File: src/rtl/sobol_pkg.sv
// Shared defaults, FSM state encoding and the per-request tag that rides the
// tag FIFO alongside each outstanding Sobol request.
package sobol_pkg;

  localparam int WIDTH_DEF = 32;
  localparam int M_DEF     = 50;
  localparam int DIMW_DEF  = $clog2(M_DEF);

  typedef enum logic [1:0] {
    IDLE  = 2'd0,
    ISSUE = 2'd1,
    DRAIN = 2'd2
  } state_t;

  typedef struct packed {
    logic [DIMW_DEF-1:0] dim;
    logic                last_dim;
    logic                last_path;
  } tag_t;

endpackage

File: src/rtl/sobol_tag_fifo.sv
// Small tag FIFO with a registered occupancy count; the head entry is visible
// combinationally so tags line up with the generator's result beats.
module sobol_tag_fifo #(
  parameter int DEPTH = 4,
  parameter int DW    = 8
) (
  input  logic          clk,
  input  logic          rst_n,
  input  logic          push,
  input  logic [DW-1:0] wdata,
  input  logic          pop,
  output logic [DW-1:0] rdata,
  output logic          full,
  output logic          empty
);

  localparam int PW = (DEPTH > 1) ? $clog2(DEPTH) : 1;
  localparam int CW = $clog2(DEPTH + 1);

  logic [DW-1:0] mem [DEPTH];
  logic [PW-1:0] wr_ptr_reg;
  logic [PW-1:0] rd_ptr_reg;
  logic [CW-1:0] count_reg;
  logic          do_push;
  logic          do_pop;

  function automatic logic [PW-1:0] ptr_inc(input logic [PW-1:0] p);
    return (p == PW'(DEPTH - 1)) ? '0 : p + 1'b1;
  endfunction

  assign empty   = (count_reg == '0);
  assign full    = (count_reg == CW'(DEPTH));
  assign do_pop  = pop && !empty;
  // A pop in the same cycle frees the slot, so push is accepted even when full.
  assign do_push = push && (!full || do_pop);
  assign rdata   = mem[rd_ptr_reg];

  always_ff @(posedge clk or negedge rst_n) begin
    if (!rst_n) begin
      wr_ptr_reg <= '0;
      rd_ptr_reg <= '0;
      count_reg  <= '0;
    end else begin
      if (do_push) wr_ptr_reg <= ptr_inc(wr_ptr_reg);
      if (do_pop)  rd_ptr_reg <= ptr_inc(rd_ptr_reg);
      if (do_push && !do_pop)      count_reg <= count_reg + 1'b1;
      else if (do_pop && !do_push) count_reg <= count_reg - 1'b1;
    end
  end

  always_ff @(posedge clk) begin
    if (do_push) mem[wr_ptr_reg] <= wdata;
  end

endmodule

File: src/rtl/sobol_seq_ctrl.sv
// Sequences (index, dim) requests path-major into a Sobol generator and tags
// its results. Define SOBOL_SEQ_SKIP0_EN to start at base+1 (skips point 0).
module sobol_seq_ctrl
  import sobol_pkg::*;
#(
  parameter  int WIDTH     = WIDTH_DEF,
  parameter  int M         = M_DEF,
  parameter  int TAG_DEPTH = 4,
  localparam int DIMW      = $clog2(M)
) (
  input  logic             clk,
  input  logic             rst_n,
  input  logic             cmd_valid,
  output logic             cmd_ready,
  input  logic [WIDTH-1:0] cmd_base_idx,
  input  logic [WIDTH-1:0] cmd_n_paths,
  input  logic [DIMW-1:0]  cmd_n_dims,
  output logic             gen_valid_in,
  input  logic             gen_ready_out,
  output logic [WIDTH-1:0] gen_idx_in,
  output logic [DIMW-1:0]  gen_dim_in,
  input  logic             gen_valid_out,
  output logic             gen_ready_in,
  input  logic [WIDTH-1:0] gen_sobol_out,
  output logic             out_valid,
  input  logic             out_ready,
  output logic [WIDTH-1:0] out_data,
  output logic [DIMW-1:0]  out_dim,
  output logic             out_last_dim,
  output logic             out_last_path,
  output logic             busy,
  output logic             done,
  output logic             err
);

`ifdef SOBOL_SEQ_SKIP0_EN
  localparam logic [WIDTH-1:0] IDX_OFS = WIDTH'(1);
`else
  localparam logic [WIDTH-1:0] IDX_OFS = '0;
`endif

  state_t           state_reg, state_next;
  logic [WIDTH-1:0] idx_reg;
  logic [WIDTH-1:0] path_reg;
  logic [WIDTH-1:0] n_paths_reg;
  logic [DIMW-1:0]  dim_reg;
  logic [DIMW-1:0]  n_dims_reg;
  logic             done_reg;
  logic             err_reg;
  logic             cmd_fire, gen_fire, out_fire;
  logic             zero_cmd, last_dim, last_path;
  logic             fifo_full, fifo_empty;
  tag_t             push_tag, head_tag;

  assign cmd_ready = (state_reg == IDLE);
  assign cmd_fire  = cmd_valid && cmd_ready;
  assign zero_cmd  = (n_paths_reg == '0) || (n_dims_reg == '0);
  assign last_dim  = (dim_reg == n_dims_reg - 1'b1);
  assign last_path = (path_reg == n_paths_reg - 1'b1);

  // FIFO can only drain while a request waits, so valid never drops before ready.
  assign gen_valid_in = (state_reg == ISSUE) && !zero_cmd && !fifo_full;
  assign gen_idx_in   = idx_reg;
  assign gen_dim_in   = dim_reg;
  assign gen_fire     = gen_valid_in && gen_ready_out;

  assign out_valid     = gen_valid_out;
  assign out_data      = gen_sobol_out;
  assign gen_ready_in  = out_ready;
  assign out_fire      = gen_valid_out && out_ready;
  assign out_dim       = DIMW'(head_tag.dim);
  assign out_last_dim  = head_tag.last_dim;
  assign out_last_path = head_tag.last_path;

  assign busy = (state_reg != IDLE);
  assign done = done_reg;
  assign err  = err_reg;

  always_comb begin
    push_tag           = '0;
    push_tag.dim       = DIMW_DEF'(dim_reg);
    push_tag.last_dim  = last_dim;
    push_tag.last_path = last_dim && last_path;
  end

  always_comb begin
    state_next = state_reg;
    case (state_reg)
      IDLE:    if (cmd_fire) state_next = ISSUE;
      ISSUE: begin
        if (zero_cmd)                               state_next = IDLE;
        else if (gen_fire && last_dim && last_path) state_next = DRAIN;
      end
      DRAIN:   if (fifo_empty) state_next = IDLE;
      default: state_next = IDLE;
    endcase
  end

  always_ff @(posedge clk or negedge rst_n) begin
    if (!rst_n) begin
      state_reg   <= IDLE;
      idx_reg     <= '0;
      path_reg    <= '0;
      n_paths_reg <= '0;
      dim_reg     <= '0;
      n_dims_reg  <= '0;
      done_reg    <= 1'b0;
      err_reg     <= 1'b0;
    end else begin
      state_reg <= state_next;
      done_reg  <= (state_reg != IDLE) && (state_next == IDLE);
      // A result with no outstanding tag cannot be labelled; flag it and drop nothing.
      if (gen_valid_out && fifo_empty) err_reg <= 1'b1;
      if (cmd_fire) begin
        n_paths_reg <= cmd_n_paths;
        n_dims_reg  <= cmd_n_dims;
        idx_reg     <= cmd_base_idx + IDX_OFS;
        path_reg    <= '0;
        dim_reg     <= '0;
      end else if (gen_fire) begin
        if (last_dim) begin
          dim_reg  <= '0;
          path_reg <= path_reg + 1'b1;
          idx_reg  <= idx_reg + 1'b1;
        end else begin
          dim_reg  <= dim_reg + 1'b1;
        end
      end
    end
  end

  sobol_tag_fifo #(
    .DEPTH (TAG_DEPTH),
    .DW    ($bits(tag_t))
  ) u_tag_fifo (
    .clk   (clk),
    .rst_n (rst_n),
    .push  (gen_fire),
    .wdata (push_tag),
    .pop   (out_fire),
    .rdata (head_tag),
    .full  (fifo_full),
    .empty (fifo_empty)
  );

endmodule

File: config.mk
export PLATFORM = sky130hd
export DESIGN_NAME = sobol_seq_ctrl
export DESIGN_NICKNAME = d
export VERILOG_FILES = /design/src/rtl/sobol_pkg.sv /design/src/rtl/sobol_tag_fifo.sv /design/src/rtl/sobol_seq_ctrl.sv
export SDC_FILE = /design/constraint.sdc
export NUM_CORES = 1
export LEC_CHECK = 0
export ABC_CLOCK_PERIOD_IN_PS = 4100
export CAP_MARGIN = 10
export CORE_UTILIZATION = 50
export CTS_BUF_LIST = sky130_fd_sc_hd__clkbuf_4
export DETAILED_ROUTE_END_ITERATION = 8
export PLACE_DENSITY_LB_ADDON = 0.2
export SLEW_MARGIN = 15
export SYNTH_ARGS = -nofsm -noshare
export SYNTH_HDL_FRONTEND = slang
export SYNTH_SLANG_ARGS = --single-unit
File: constraint.sdc
create_clock -name clk -period 4.1 [get_ports clk]
set_clock_uncertainty 0.2 [all_clocks]
set_input_delay 0.82 -clock clk [delete_from_list [all_inputs] [get_ports clk]]
set_output_delay 0.82 -clock clk [all_outputs]
set_load 0.02 [all_outputs]
== Yosys cells after proc, flatten, opt, wreduce, memory -nomap -nowiden ==
Memory sizes are Yosys's and may differ from the RTL's.
Cells that the tools add are included.
Widths: inputs -> output; s select.

* Order comparisons: 0
* Reduce and logical (&&, ||, !) cells: 31
* Equality and inequality tests: 7
* Muxes and demuxes: 20
* Shift operators: 0
* Bitwise logic cells: 0
* Div/mod/pow operators: 0
* Add/subtract/negate cells: 9
* $mul: 0

{| class="wikitable"
|+ Operator list
! cell !! number
|-
| $mux 32 || 6
|-
| $add 32x1->32 const B || 2
|-
| $eq 32x32->1 || 1
|-
| $logic_not 32->1 || 1
|-
| $sub 32x1->32 const B || 1
|-
| $mux 6 || 3
|-
| $logic_and 1x1->1 || 14
|-
| $mux 2 || 6
|-
| $reduce_bool 2->1 || 4
|-
| $add 6x1->6 const B || 1
|-
| $eq 2x2->1 const B || 3
|-
| $eq 6x6->1 || 1
|-
| $logic_not 6->1 || 1
|-
| $mux 3 || 2
|-
| $pmux 2 s3 || 1
|-
| $sub 6x1->6 const B || 1
|-
| $logic_not 1->1 || 5
|-
| $add 2x1->2 const B || 2
|-
| $logic_not 2->1 || 2
|-
| $add 3x1->3 const B || 1
|-
| $eq 3x3->1 const B || 1
|-
| $logic_not 3->1 || 1
|-
| $sub 3x1->3 const B || 1
|-
| $eq 2x1->1 const B || 1
|-
| other kinds (3) || 5
|}

* Register bits: 119
* ROM bits: 0
* Bits in writable memories: 32
* Bits in latches: 0
* Output and inout bits: 85
* Memories: 1
* Input port bits: 108

{| class="wikitable"
|+ Memories
! memory !! words !! bits a word !! read ports !! clocked after Yosys merged registers in !! write ports !! line !! text
|-
| u_tag_fifo.mem || 4 || 8 || 1 || 0 || 1 || sobol_tag_fifo.sv:20 || <nowiki>logic [DW-1:0] mem [DEPTH];</nowiki>
|}

== Logic depth before layout (Yosys ltp) ==
Gate-level depths: netlist of run 1.

* Depth after elaboration: 13
* Mapped depth: 13

== By module ==
A second synthesis of run 1 with hierarchy kept.

* Cells, all modules: 953
* Area, all modules: 8709.6 um^2

{| class="wikitable"
|+ By module, submodules not included
! module !! cells each !! instances !! area an instance (um^2)
|-
| sobol_seq_ctrl || 874 || 1 || 7085.5
|-
| sobol_tag_fifo || 79 || 1 || 1624.1
|}

== Worst setup path before layout of run 1 ==
OpenSTA, ideal clock, no wires.

* Path type: register -> register
* Start point: reg n_paths_reg[0]
* End point: mem u_tag_fifo.mem[0][0], data pin
* Data arrival time: 2994 ps
* Path buffers: 2
* Required time: 3661 ps
* Library setup time: 239 ps
* Stages on the path, launching flop included: 12
* Setup slack: 667 ps
* Clock period less this slack: 3433 ps
* Cells stage by stage: dfrtp_1 -> inv_1 -> ha_1 -> or3b_1 -> clkbuf_1 -> or2_1 -> buf_2 -> or4_1 -> o31a_1 -> a2111oi_4 -> nand4_2 -> nor4_1

{| class="wikitable"
|+ RTL lines
! element !! line !! text
|-
| from (decl) || sobol_seq_ctrl.sv:45 || <nowiki>logic [WIDTH-1:0] n_paths_reg;</nowiki>
|-
| from (signal assigned) || sobol_seq_ctrl.sv:115 || <nowiki>n_paths_reg <= cmd_n_paths;</nowiki>
|-
| to (decl) || sobol_tag_fifo.sv:20 ||
|}

== Worst setup path after layout of run 1 ==
* Start point: reg n_paths_reg[9]
* End point: out gen_valid_in

* Word-level cells in the longest chain between the ends: 5

{| class="wikitable"
|+ RTL lines
! element !! line !! text
|-
| $logic_not 32->1 || sobol_seq_ctrl.sv:57 || <nowiki>assign zero_cmd = (n_paths_reg == '0) || (n_dims_reg == '0);</nowiki>
|-
| $logic_or 1x1->1 || sobol_seq_ctrl.sv:57 ||
|-
| $logic_not 1->1 || sobol_seq_ctrl.sv:62 || <nowiki>assign gen_valid_in = (state_reg == ISSUE) && !zero_cmd && !fifo_full;</nowiki>
|-
| $logic_and 1x1->1 (2 in series) || sobol_seq_ctrl.sv:62 ||
|-
| to (decl) || sobol_seq_ctrl.sv:18 || <nowiki>output logic gen_valid_in,</nowiki>
|}

No other way between the ends.

==> flow_summary.json, run 1 <==
{
  "grt_max_degree": 81,
  "drive_gt1_frac": 0.0792,
  "required_ns": 3.08,
  "yosysUniqueCellTypes": 59,
  "post-route-period-util": 0.971,
  "drc": 0,
  "htreeDepth": 4,
  "status": "finished, final reports clean",
  "ir_drop_mv": 0.469,
  "ys.flop_type": "dfrtp_1",
  "antenna_found_initial": 1,
  "via_per_inst": 5.50,
  "grt_overflow_total": 0,
  "crit_path_top_delay_cell": "clkdlybuf4s50_1",
  "intPower_uw": 3510,
  "start_util": 0.511,
  "synth_warnings": 0,
  "seqCellArea_sq_um": 3940,
  "p_leak_uw": 0.00411,
  "synth.net_count": 1016,
  "syn-instance-count": 894,
  "fp.dieH_um": 132,
  "nets": 1106,
  "core_sq_um": 16600,
  "critPathKind": "flop to primary output",
  "grt_setup_unrepaired": "false",
  "comb_power_share": 0.437,
  "drtIter0Drc": 405,
  "syn_avg_cell_area_sq_um": 9.48,
  "syn_to_final_growth_pct": 18.1,
  "fillerInstances": 1478,
  "hold_class": "input port to async pin",
  "dr.pass1.iters": 5,
  "synth.top_cell.area_share": 0.351,
  "synth.cell_area_sq_um": 8480,
  "async_flop_share": 0.788,
  "hpwl_mm": 14.0,
  "synth_commonest_cells": "nand2_1 (173), dfrtp_1 (119), nor2_1 (73)",
  "switching_share": 0.429,
  "max_freq_mhz": 251,
  "maxCapViolations": 0,
  "slew_headroom": 0.512,
  "cts_buffers": 17,
  "end_kind": "primary output",
  "clock_path_buffers": 2,
  "cp.arrival_ns": 2.96,
  "row_count": 47,
  "grt_pass1_wl_mm": 32.6,
  "tightest_slew_ns": 0.731,
  "seq_area_frac_synth": 0.465,
  "clkPwrFrac": 0.139,
  "synth_seq_cells": 151,
  "io-pin-count": 193,
  "ant_nets": 0,
  "crit_chain": "or3_4 > nand4b_1 > or3_1 > nand3_1 > a21oi_1 > clkdlybuf4s50_1",
  "cp_max_fo": 8,
  "grt_usage": 0.235,
  "seq_power_share": 0.425,
  "synth_area_leaders": "dfrtp_1 (35%), edfxtp_1 (11%), nand2_1 (7.7%)",
  "vias": 6696,
  "clock_latency_ns": 0.56,
  "design.die.area_sq_um": 17500,
  "tritoncts": "yes",
  "gp_congestion": 0.890,
  "drv_slew": 0,
  "tns_ns": 0,
  "portBuffers": 128,
  "die_w_um": 132,
  "slowest_delay_ns": 0.55,
  "drt-total-wl_mm": 19.5,
  "synth_area_leader_cell": "dfrtp_1",
  "finalHoldViolCount": 0,
  "period_minus_slack_ns": 3.98,
  "finalSetupViolCount": 0,
  "clock-root-buffer": "clkbuf_4",
  "clock-sinks": 151,
  "p_switching_uw": 2640,
  "multi_input_area_sq_um": 4070,
  "grt_pass1_vias": 6460,
  "start_kind": "flop",
  "cts.clk_slew.worst_paths_ns": 0.14,
  "power_density_nw_per_um2": 614,
  "hold_slack_ns": 0.0669,
  "synth-edff-count": 32,
  "routedWlPerCell_um": 16.0,
  "yosys.cell_count.top_type": "nand2_1"
}
layer usage:
layer	GRT usage	up-vias	wire, um
li1	-	3239	-
met1	0.317	3232	8770
met2	0.381	195	9340
met3	0.0473	30	1070
met4	0.0805	0	356
met5	0	-	0
per-stage QoR:
step | setup slack [ns] | power, uW | util | cell area, sq um | instances
finish | 0.117 | 6150 | 0.604 | 10000 | 1218
detailed placement | 0.342 | 5300 | 0.586 | 9720 | 1183
global placement | 0.472 | 5260 | 0.586 | 9720 | 1183
CTS | 0.00379 | 6170 | 0.602 | 9980 | 1215
floorplan | 0.667 | 4300 | - | 8480 | 894
global route | 0.00530 | 6600 | 0.604 | 10000 | 1218
critical path, delay by kind of cell, from the launching register on:
family	cells	cell delay, ns
flops	1	0.49
compound gates	1	0.07
buf+inv	1	0.55
simple gates	4	1.31
power groups by stage:
stage	Clock, uW	Sequential [uW]	Combinational (uW)
finish	852	2610	2680
global route	946	2690	2960
CTS	878	2600	2690
detailed placement	0	2630	2670
global placement	0	2620	2640
floorplan	0	2610	1690
worst paths after layout:
| check | startpoint | depth (start not counted) | to | slack [ns] |
|---|---|---|---|---|
| worst max-delay path | n_paths_reg[9] | 6 | gen_valid_in | 0.12 |
| worst min-delay path | rst_n | 1 | path_reg[25] | 0.07 |
| worst max register to register | n_paths_reg[0] | 9 | u_tag_fifo.mem[1][0] | 0.39 |
| worst min register to register | err | 1 | err | 0.27 |
| max in group asynchronous | rst_n | 2 | state_reg[1] | 2.84 |
| min in group clk | err | 1 | err | 0.27 |
cell families (layout without fill, tap and decap cells):
group,Yosys count,after routing,share of synthesized area
adder cells (fa/ha/maj),14,14,0.0216
flip-flops,151,151,0.465
other,0,1,0
AO/OA/AOI/OAI,93,93,0.0720
AND/OR/NAND/NOR,422,422,0.240
buffers and inverters,89,192,0.0579
multiplexers,17,17,0.0322
XOR/XNOR,108,108,0.112
placed cells by master, fill, tap and decap left out, types with 4 or more instances in the layout:
| cell type | n |
|---|---|
| buf_4 | 17 |
| inv_6 | 4 |
| nand3_1 | 28 |
| xor2_1 | 53 |
| o21ai_0 | 39 |
| clkbuf_4 | 18 |
| nor2b_1 | 5 |
| a211oi_1 | 5 |
| and3_1 | 25 |
| edfxtp_1 | 32 |
| nor4_1 | 18 |
| xnor2_1 | 55 |
| and4_1 | 5 |
| and2_1 | 5 |
| nand2_1 | 173 |
| a22oi_1 | 5 |
| nor3_1 | 23 |
| or3_1 | 15 |
| or4_1 | 7 |
| a31oi_1 | 5 |
| nor3_2 | 4 |
| dfrtp_1 | 119 |
| nand4_1 | 19 |
| clkdlybuf4s50_1 | 127 |
| nor2_1 | 73 |
| a21oi_1 | 14 |
| mux2i_1 | 7 |
| inv_1 | 15 |
| mux4_2 | 8 |
| ha_1 | 13 |
what timing repair did:
action	in CTS	in global routing
gates cloned	0	0
endpoints found under the hold margin	0	0
gates resized for setup	1	2
setup buffers	0	2
endpoints found under the setup margin	1	3
hold buffers	0	0
final cells by class:
type	count	area share
Inverter	15	0.00563
Antenna cell	1	0.000250
Multi-Input combinational cell	654	0.406
Clock buffer	18	0.0135
Timing Repair Buffer	145	0.142
Sequential cell	151	0.394
Tap cell	220	0.0275
Clock inverter	14	0.0116
(Power assumes the default switching activity.)
==> run 2: changes to the inputs <==
--- a/config.mk
+++ b/config.mk
@@ -5,12 +5,13 @@
 export SDC_FILE = /design/constraint.sdc
 export NUM_CORES = 1
 export LEC_CHECK = 0
-export ABC_CLOCK_PERIOD_IN_PS = 4100
 export CAP_MARGIN = 10
+export CORE_MARGIN = 4
 export CORE_UTILIZATION = 50
 export CTS_BUF_LIST = sky130_fd_sc_hd__clkbuf_4
 export DETAILED_ROUTE_END_ITERATION = 8
 export PLACE_DENSITY_LB_ADDON = 0.2
+export RECOVER_POWER = 25
 export SLEW_MARGIN = 15
 export SYNTH_ARGS = -nofsm -noshare
 export SYNTH_HDL_FRONTEND = slang
==> flow_summary.json, run 2 (synthesized netlist as in run 1, its figures left out) <==
{
  "design.die.area_sq_um": 19100,
  "drv_slew": 39,
  "violations": "capacitance limit, slew limit",
  "drt-total-wl_mm": 20.1,
  "finalHoldViolCount": 0,
  "final_cell_mix": "nand2_1 (173), clkdlybuf4s50_1 (127), dfrtp_1 (119)",
  "status": "complete, but fails checks",
  "intPower_uw": 3770,
  "die_w_um": 138,
  "power_density_nw_per_um2": 635,
  "drc": 0,
  "nets": 1107,
  "place_ws_ns": 0.277,
  "cp_max_fo": 8,
  "gp_congestion": 0.870,
  "io-pin-count": 193,
  "post-route-period-util": 0.963,
  "rrSetupSlack_ns": 0.41,
  "grt_usage": 0.212,
  "required_ns": 3.08,
  "vias": 6673,
  "clock_latency_ns": 0.58,
  "hold_class": "flop to flop",
  "finalPower_uw": 6430,
  "grt_max_degree": 79,
  "cts.clk_slew.worst_paths_ns": 0.13,
  "routedWlPerCell_um": 16.5,
  "clock_path_buffers": 2,
  "max_freq_mhz": 253,
  "grt_pass1_wl_mm": 33.3,
  "ant_nets": 0,
  "tightest_slew_ns": 2.21,
  "p_leak_uw": 0.00416,
  "antenna_found_initial": 1,
  "grt_overflow_total": 0,
  "reg2reg_depth": 9,
  "grt_pass1_vias": 6567,
  "drive_gt1_frac": 0.0782,
  "r2r-end": "u_tag_fifo.mem[0][0]",
  "setup_slack_ns": 0.152,
  "start_util": 0.511,
  "fillerInstances": 1433,
  "core_sq_um": 16600,
  "start_kind": "flop",
  "switching_share": 0.413,
  "dr.pass1.iters": 5,
  "comb_power_share": 0.419,
  "clock-root-buffer": "clkbuf_4",
  "cp-startpoint": "n_paths_reg[9]",
  "row_count": 47,
  "fp.dieH_um": 138,
  "cts_buffers": 17,
  "cp.arrival_ns": 2.93,
  "p_switching_uw": 2660,
  "final_common_cell": "nand2_1",
  "hpwl_mm": 14.4,
  "via_per_inst": 5.47,
  "htreeDepth": 4,
  "portBuffers": 128,
  "clkPwrFrac": 0.173,
  "finalSetupViolCount": 0,
  "r2r_start": "n_paths_reg[0]",
  "ir_drop_mv": 0.396,
  "seq_power_share": 0.408,
  "drtIter0Drc": 506,
  "endpoint": "gen_valid_in",
  "clock-sinks": 151,
  "syn_to_final_growth_pct": 19.4,
  "period_minus_slack_ns": 3.95,
  "slew_headroom": -0.476,
  "maxCapViolations": 1,
  "tritoncts": "yes",
  "critPathKind": "flop to primary output",
  "end_kind": "primary output"
}
==> run 2: changes by cell type in the layout (fill, tap and decap cells not counted), moves of 2 or more <==
cell | before | now
bufinv_16 | 0 | 4
buf_4 | 17 | 15
clkbuf_1 | 0 | 2
clkinv_4 | 3 | 1
clkinvlp_4 | 3 | 1
inv_8 | 2 | 4
==> run 2: timing repair <==
item	in CTS	in global routing
hold endpoints to repair	35	0
setup buffers	1	0
gates resized for setup	1	4
setup endpoints to repair	1	5
hold buffers	1	0
==> run 2: area by class of cell <==
type / count / area [sq um] / area share
Sequential cell: 151 / 3940 / 0.389
Antenna cell: 1 / 2.50 / 0.000247
Multi-Input combinational cell: 654 / 4080 / 0.403
Tap cell: 220 / 275 / 0.0272
Clock buffer: 18 / 135 / 0.0134
Inverter: 15 / 56.3 / 0.00556
Timing Repair Buffer: 146 / 1420 / 0.140
Clock inverter: 14 / 213 / 0.0210
==> run 2: power by group through the flow <==
stage | clock, uW | combinational (uW) | sequential [uW]
finish | 1110 | 2700 | 2620
global route | 1200 | 2980 | 2710
CTS | 1140 | 2710 | 2610
detailed placement | 0 | 2690 | 2630
global placement | 0 | 2650 | 2630
floorplan | 0 | 1690 | 2610
==> run 2: worst max-delay path, cell delays in order, from the launching register on <==
cell and delay [ns]:
dfrtp_1 0.49, or3_4 0.43, nand4b_1 0.25, or3_1 0.44, nand3_1 0.14, a21oi_1 0.06, clkdlybuf4s50_1 0.55
==> run 2: routing by layer <==
metal | share of wire | up-vias | wire length [um] | global-route usage
met5 | 0 | - | 0 | 0
met4 | 0.027 | 0 | 544 | 0.0853
met3 | 0.058 | 43 | 1160 | 0.0511
met2 | 0.47 | 185 | 9390 | 0.340
met1 | 0.45 | 3199 | 8970 | 0.280
li1 | - | 3246 | - | -
==> run 2: how the worst min path moves through the flow <==
| stage | startpoint | to | slack (ns) | cells past startpoint |
|---|---|---|---|---|
| 2_1_floorplan | state_reg[0] | state_reg[1] | 0.28 | 1 |
| 3_3_place_gp | err | err | 0.25 | 1 |
| 3_5_place_dp | err | err | 0.25 | 1 |
| 4_1_cts | err | err | 0.28 | 1 |
| 5_1_grt | err | err | 0.30 | 1 |
| 6_report | err | err | 0.27 | 1 |
==> run 2: metrics by stage <==
step / instances / cell area (sq um) / utilization / setup TNS (ns) / hold WS [ns]
finish: 1219 / 10100 / 0.610 / 0 / 0.273
floorplan: 894 / 8480 / - / 0 / 0.282
global placement: 1184 / 9730 / 0.587 / 0 / 0.247
global route: 1219 / 10100 / 0.610 / -0.00717 / 0.299
detailed placement: 1184 / 9730 / 0.587 / 0 / 0.252
CTS: 1218 / 10100 / 0.609 / 0 / 0.282
==> run 3: changes to the inputs <==
==> constraint.sdc (replaced) <==
create_clock -name clk -period 5.03 [get_ports clk]
set_clock_uncertainty 0.2 [all_clocks]
set_input_delay 1.006 -clock clk [delete_from_list [all_inputs] [get_ports clk]]
set_output_delay 1.006 -clock clk [all_outputs]
set_load 0.02 [all_outputs]
==> flow_summary.json, run 3 (synthesized netlist as in run 1, its figures left out) <==
{
  "tightest_slew_ns": 3.14,
  "rrSetupSlack_ns": 1.01,
  "r2r_start": "n_paths_reg[0]",
  "critPathKind": "flop to primary output",
  "min_from": "err",
  "htreeDepth": 4,
  "row_count": 47,
  "cp_max_fo": 4,
  "drtIter0Drc": 473,
  "cp-startpoint": "n_paths_reg[0]",
  "power_density_nw_per_um2": 508,
  "max_freq_mhz": 228,
  "multi_input_area_sq_um": 4050,
  "cp.arrival_ns": 3.17,
  "status": "complete, but fails checks",
  "hold_class": "flop to flop",
  "slew_headroom": -1.10,
  "grt_setup_unrepaired": "false",
  "violations": "capacitance limit, slew limit",
  "clock_path_buffers": 2,
  "final_cell_mix": "nand2_1 (173), clkdlybuf4s50_1 (126), dfrtp_1 (119)",
  "top_usage_layer": "met2",
  "grt_use_met2": 0.339,
  "vias": 6616,
  "core_sq_um": 16600,
  "clock-root-buffer": "clkbuf_4",
  "met1_usage": 0.283,
  "grt_max_degree": 108,
  "via_per_inst": 5.48,
  "hold_slack_ns": 0.279,
  "grt_pass1_wl_mm": 32.7,
  "design.die.area_sq_um": 19100,
  "grt_pass1_vias": 6350,
  "dr.pass1.iters": 5,
  "cts.clk_slew.worst_paths_ns": 0.14,
  "clock-sinks": 151,
  "maxCapViolations": 1,
  "tritoncts": "yes",
  "seqCellArea_sq_um": 3940,
  "hpwl_mm": 14.4,
  "antenna_found_initial": 1,
  "start_kind": "flop",
  "drc": 0,
  "grt_overflow_total": 0,
  "io-pin-count": 193,
  "post-route-period-util": 0.870,
  "die_w_um": 138,
  "drt-total-wl_mm": 20.0,
  "cts_buffers": 17,
  "period_minus_slack_ns": 4.38,
  "required_ns": 3.82,
  "start_util": 0.511,
  "fp.dieH_um": 138,
  "nets": 1095,
  "routedWlPerCell_um": 16.6,
  "p_leak_uw": 0.00406,
  "ir_drop_mv": 0.312,
  "fillerInstances": 1433,
  "grtUsageMet3": 0.0449,
  "gp_congestion": 0.879,
  "syn_to_final_growth_pct": 17.3,
  "ctsHoldBuffers": 0,
  "finalSetupViolCount": 0,
  "cts_setup_buffers": 0,
  "drv_slew": 58,
  "end_kind": "primary output",
  "finalHoldViolCount": 0,
  "ant_nets": 0,
  "clock_latency_ns": 0.56,
  "portBuffers": 128,
  "final_common_cell": "nand2_1",
  "ctsResizeCount": 0,
  "tns_ns": 0,
  "drive_gt1_frac": 0.0649,
  "grt_usage": 0.208
}
==> run 3: changes by cell type in the layout (fill, tap and decap cells not counted), moves of 2 or more <==
cell | previous run | this run
buf_4 | 15 | 5
bufinv_16 | 4 | 1
clkinvlp_4 | 1 | 3
nor4_1 | 17 | 19
nor4_2 | 2 | 0
==> run 3: worst max-delay path, cell delays in order, from the launching register on <==
cell and delay [ns]:
dfrtp_1 0.44, inv_1 0.13, ha_1 0.16, nor4b_1 0.54
nand4_1 0.24, or3_1 0.39, nand3_1 0.11, a21oi_1 0.06
clkdlybuf4s50_1 0.55
==> run 3: area by class of cell <==
type,instances,share of cell area
flip-flops and latches,151,0.396
repair buffers,134,0.134
inverters,15,0.00566
well taps,220,0.0277
diodes,1,0.000252
clock buffers,17,0.0128
multi-input cells,654,0.407
clock inverters,15,0.0164
==> run 3: routing by layer <==
metal	vias up	share of wire
li1	3237	-
met1	3217	0.46
met2	149	0.49
met3	13	0.041
met4	0	0.010
met5	-	0
==> run 3: per-stage QoR <==
step / setup WS (ns) / total power (uW) / utilization / area (sq um) / instances
5_1_grt: 0.364 / 5400 / 0.600 / 9940 / 1207
6_report: 0.652 / 5050 / 0.600 / 9940 / 1207
2_1_floorplan: 1.60 / 3510 / - / 8480 / 894
3_3_place_gp: 1.27 / 4270 / 0.582 / 9660 / 1174
4_1_cts: 0.668 / 5090 / 0.600 / 9950 / 1206
3_5_place_dp: 1.13 / 4320 / 0.582 / 9660 / 1174
==> run 3: final timing paths <==
kind,endpoint,cells past startpoint
min in group asynchronous,gen_idx_in[11],1
max in group asynchronous,path_reg[17],1
hold reg to reg,err,1
setup / recovery,gen_valid_in,8
setup reg to reg,u_tag_fifo.mem[3][0],9
hold / removal,err,1
==> run 3: power breakdown <==
part	switching (uW)	internal, uW
Sequential	513	1620
Combinational	1150	1000
Clock	493	266
Total	2160	2890
